### src/rtl/slice_pkg.sv
// Shared slice datapath definitions: arithmetic width, saturation limits and sample type.
`default_nettype none

package slice_pkg;

  localparam int ADD_SUB_WIDTH = 24;

  localparam logic [ADD_SUB_WIDTH-1:0] FULL_POS = {1'b0, {(ADD_SUB_WIDTH-1){1'b1}}};
  localparam logic [ADD_SUB_WIDTH-1:0] FULL_NEG = {1'b1, {(ADD_SUB_WIDTH-1){1'b0}}};

  typedef logic signed [ADD_SUB_WIDTH-1:0] sample_t;

endpackage

`default_nettype wire

### src/rtl/add_sub_24bit_comb_core.sv
// add_sub_core: purely combinational two's-complement add/subtract with signed overflow detect.
`default_nettype none

module add_sub_core #(
  parameter int WIDTH = 24
) (
  input  logic [WIDTH-1:0] a,
  input  logic [WIDTH-1:0] b,
  input  logic             add_sub,
  output logic [WIDTH-1:0] sum,
  output logic             overflow
);

  logic [WIDTH-1:0] b_eff;
  logic [WIDTH-1:0] carry_in;

  // Subtraction as a + ~b + 1 keeps a single adder for both operations.
  assign b_eff    = add_sub ? b : ~b;
  assign carry_in = {{(WIDTH-1){1'b0}}, ~add_sub};
  assign sum      = a + b_eff + carry_in;

  // Comparing against the effective addend covers both add and subtract rules.
  assign overflow = (a[WIDTH-1] == b_eff[WIDTH-1]) && (sum[WIDTH-1] != a[WIDTH-1]);

endmodule

`default_nettype wire

### src/rtl/add_sub_24bit_comb.sv
// add_sub_24bit_comb: combinational add/sub stage with a sticky overflow flag.
// Optional clamping on overflow when ADD_SUB_SATURATE_EN is defined.
`default_nettype none

module add_sub_24bit_comb
  import slice_pkg::*;
#(
  parameter int WIDTH = ADD_SUB_WIDTH
) (
  input  logic             Clock,
  input  logic             Reset,
  input  logic             ClockEn,
  input  logic [WIDTH-1:0] DataA,
  input  logic [WIDTH-1:0] DataB,
  input  logic             Add_Sub,
  output logic [WIDTH-1:0] Result,
  output logic             Overflow,
  output logic             Overflow_Sticky
);

  logic [WIDTH-1:0] raw_sum;
  logic             raw_ovf;
  logic             sticky_q;

  add_sub_core #(
    .WIDTH (WIDTH)
  ) u_core (
    .a        (DataA),
    .b        (DataB),
    .add_sub  (Add_Sub),
    .sum      (raw_sum),
    .overflow (raw_ovf)
  );

  assign Overflow = raw_ovf;

`ifdef ADD_SUB_SATURATE_EN
  localparam logic [WIDTH-1:0] SAT_POS = {1'b0, {(WIDTH-1){1'b1}}};
  localparam logic [WIDTH-1:0] SAT_NEG = {1'b1, {(WIDTH-1){1'b0}}};

  // On overflow the true result shares DataA's sign.
  assign Result = raw_ovf ? (DataA[WIDTH-1] ? SAT_NEG : SAT_POS) : raw_sum;
`else
  assign Result = raw_sum;
`endif

  always_ff @(posedge Clock) begin
    if (Reset) begin
      sticky_q <= 1'b0;
    end else if (ClockEn && raw_ovf) begin
      sticky_q <= 1'b1;
    end
  end

  assign Overflow_Sticky = sticky_q;

endmodule

`default_nettype wire

### config.mk
export PLATFORM = sky130hd
export DESIGN_NAME = add_sub_24bit_comb
export DESIGN_NICKNAME = d
export VERILOG_FILES = /design/src/rtl/slice_pkg.sv /design/src/rtl/add_sub_24bit_comb_core.sv /design/src/rtl/add_sub_24bit_comb.sv
export SDC_FILE = /design/constraint.sdc
export NUM_CORES = 1
export LEC_CHECK = 0
export CAP_MARGIN = 25
export CORE_ASPECT_RATIO = 0.9
export CORE_MARGIN = 2
export CORE_UTILIZATION = 46
export DETAILED_ROUTE_END_ITERATION = 7
export PLACE_DENSITY = 0.89
export SYNTH_ARGS = -nofsm -noshare
export SYNTH_HDL_FRONTEND = slang
export SYNTH_SLANG_ARGS = --single-unit
### constraint.sdc
create_clock -name Clock -period 4.5 [get_ports Clock]
set_input_delay 0.45 -clock Clock [delete_from_list [all_inputs] [get_ports Clock]]
set_output_delay 0.45 -clock Clock [all_outputs]
set_load 0.005 [all_outputs]
==> results.yml <==
run_status:
  run_status: "complete, no violations"
setup_path:
  path_class: "in -> out"
  setup.worst_path.end_class: "output pin"
  startpoint_type: "primary input"
  critPathMaxFanout: 11
  cp.required_ns: 4.05
  cp.arrival_ns: 3.62
synthesis:
  yosys_warnings: 0
  synth_seq_cells: 1
  postSynthAreaPerCell_um2: 7.46
  synth-main-ff-cell: "dfxtp_1"
  synth_seq_area_share_pct: 1.21
  syn_inst: 222
  syn-num-nets: 297
  netlist_area_um2: 1660
  synth_edf_count: 0
  synth.distinct_cells: 49
  async_reset_ff_share_pct: 0
detailed_routing:
  wl_per_cell_um: 13.1
  wl_um: 4460
  drt.antenna.violating_nets: 0
  vias: 1853
  dr.pass1.iters: 4
  drt_iter0_drc: 60
  drc: 0
  viasPerCell: 5.47
grt:
  grt_overflow_total: 0
  track_usage_pct: 22.5
  grt_pass1_wl_um: 7520
  antenna_found_initial: 0
  grt_pass1_vias: 1709
  grt_max_degree: 14
sta:
  max_slew_margin_pct: 72.8
  slew_viol_final: 0
  fin_crit_ns: 4.07
  fin_crit_sh_pct: 90.4
  fin_skew_ns: 0
  clock.fmax_ghz: 0.246
  rsz0062_at_grt: "no"
  tightest_slew_ns: 0.398
  final.setup.tns_ns: 0
  hold_viol: 0
  setup_viol: 0
die:
  num_io_pins: 78
  num_rows: 20
  die_h_um: 60.9
  start_util_pct: 48.6
  die_w_um: 67.2
  core_um2: 3400
  dieArea_um2: 4090
power:
  p_seq_share_pct: 1.9
  p_comb_share_pct: 98.1
  power_density_nw_per_um2: 223
  max-vdd-ir-drop_v: 0.000145
  power.leakage_nw: 0.993
  p_int_mw: 0.312
  p_sw_mw: 0.239
  power_mw: 0.552
  swShare_pct: 43.4
  clkPwrFrac_pct: 0
cells_and_area:
  multiInputGateArea_um2: 1570
  layout-drive-gt1-share_pct: 5.42
  area_delta_synth_final_pct: 49.3
  num_antenna_cells: 0
  largest_reg_flops: 1
  regArea_um2: 20.0
  nets: 372
  fill_cells: 290
clock_tree:
  clk-insertion-delay-late_ns: 0
  holdBufCountCts: 0
  postCtsSetupRepairBufs: 0
  path_clk_slew_ns: 0
  post_cts_resized: 0
place:
  hpwl_um: 3870
  gp_congestion: 0.909
  portBuffers: 77
run:
  maxCapViolCount: 0
hold_path:
  hold_path.class: "reg -> reg"
synthesized netlist by cell type (2+ instances only):
| library cell | n | area, um^2 |
|---|---|---|
| buf_1 | 2 | 7.51 |
| nand2_1 | 16 | 60.1 |
| o21bai_1 | 3 | 22.5 |
| nor3_1 | 4 | 20.0 |
| nand3_1 | 2 | 10.0 |
| a211oi_1 | 4 | 30.0 |
| o211ai_1 | 3 | 22.5 |
| o21ai_0 | 4 | 20.0 |
| clkbuf_1 | 2 | 7.51 |
| buf_2 | 2 | 10.0 |
| o21a_1 | 3 | 22.5 |
| a21o_1 | 12 | 90.1 |
| a31oi_1 | 2 | 12.5 |
| nor2_1 | 25 | 93.8 |
| o21ai_1 | 4 | 20.0 |
| ha_1 | 22 | 275 |
| inv_1 | 9 | 33.8 |
| xor2_1 | 8 | 70.1 |
| o22ai_1 | 2 | 12.5 |
| a21oi_4 | 2 | 32.5 |
| a211o_1 | 2 | 17.5 |
| a21oi_1 | 21 | 105 |
| xnor2_1 | 37 | 324 |
| a221o_1 | 2 | 20.0 |
| nand2b_1 | 5 | 31.3 |
final timing paths:
path / end / cells after the start / from / slack (ns)
worst max register to register: Overflow_Sticky / 2 / Overflow_Sticky / 3.90
worst min-delay path: Overflow_Sticky / 2 / Overflow_Sticky / 0.51
worst max-delay path: Result[22] / 12 / Add_Sub / 0.43
worst min register to register: Overflow_Sticky / 2 / Overflow_Sticky / 0.51
cell families (layout without fill, tap and decap cells):
logic type                 after synthesis  after routing  synth area share [%]
DFF                                      1              1                  1.21
buffers and inverters                   16             89                  4.01
xor gates and xnor gates                45             45                  23.8
muxes                                    1              1                 0.605
and+or+nand+nor                         60             60                  17.9
AOI/OAI and AO/OA                       76             76                  34.6
adders and majority gates               23             23                  17.8
critical path, cell delays in order:
cell	delay, ns
clkdlybuf4s50_1	0.47
buf_4	0.23
nand2b_1	0.14
nand2_1	0.09
fa_1	0.39
nand2b_1	0.21
a211oi_2	0.29
o211ai_1	0.22
a31oi_1	0.31
a21oi_1	0.13
xnor2_1	0.16
clkdlybuf4s50_1	0.52
through the flow:
step	cell area [um^2]	hold WS, ns	setup WS (ns)	instances	utilization [%]
6_report	2470	0.514	0.430	339	72.6
5_1_grt	2470	0.544	0.237	339	72.6
4_1_cts	2470	0.521	0.432	339	72.6
3_5_place_dp	2470	0.520	0.457	339	72.6
3_3_place_gp	2470	0.517	0.538	339	72.6
2_1_floorplan	1660	0.512	1.25	222	-
cell type report:
class                      instances  area share, %
inverter                           9           1.37
multi-input combinational        205           63.5
sequential                         1          0.810
tap                               44           2.23
timing repair buffer              80           32.1
routing by layer:
metal	global-route usage, %	up-vias	part of all wire, %
met2	40.5	66	46
li1	-	947	-
met1	31.0	836	46
met3	1.30	4	6.9
met4	2.04	0	0.83
met5	0	-	0
cell usage in the layout, fill, tap and decap left out, types with 2 or more instances in the layout:
| master | Yosys | routed |
|---|---|---|
| nand2b_1 | 5 | 5 |
| o21ai_0 | 4 | 4 |
| nor3_1 | 4 | 4 |
| inv_1 | 9 | 9 |
| xnor2_1 | 37 | 37 |
| nand3_1 | 2 | 2 |
| a211o_1 | 2 | 2 |
| ha_1 | 22 | 22 |
| o22ai_1 | 2 | 2 |
| xor2_1 | 8 | 8 |
| a211oi_1 | 4 | 4 |
| clkdlybuf4s50_1 | 0 | 77 |
| nand2_1 | 16 | 16 |
| a31oi_1 | 2 | 2 |
| a221o_1 | 2 | 2 |
| o21bai_1 | 3 | 3 |
| o21a_1 | 3 | 3 |
| o211ai_1 | 3 | 3 |
| o21ai_1 | 4 | 4 |
| buf_4 | 1 | 3 |
| a21o_1 | 12 | 12 |
| a21oi_4 | 2 | 2 |
| a21oi_1 | 21 | 21 |
| nor2_1 | 25 | 25 |
power by group through the flow:
stage | combinational (mW) | clock [mW] | sequential [mW]
after CTS | 0.544 | 0 | 0.0105
after global placement | 0.534 | 0 | 0.0104
after global routing | 0.591 | 0 | 0.0106
after detailed placement | 0.540 | 0 | 0.0105
after floorplan | 0.305 | 0 | 0.0106
final | 0.541 | 0 | 0.0105
Power figures use the tool's default switching activity.
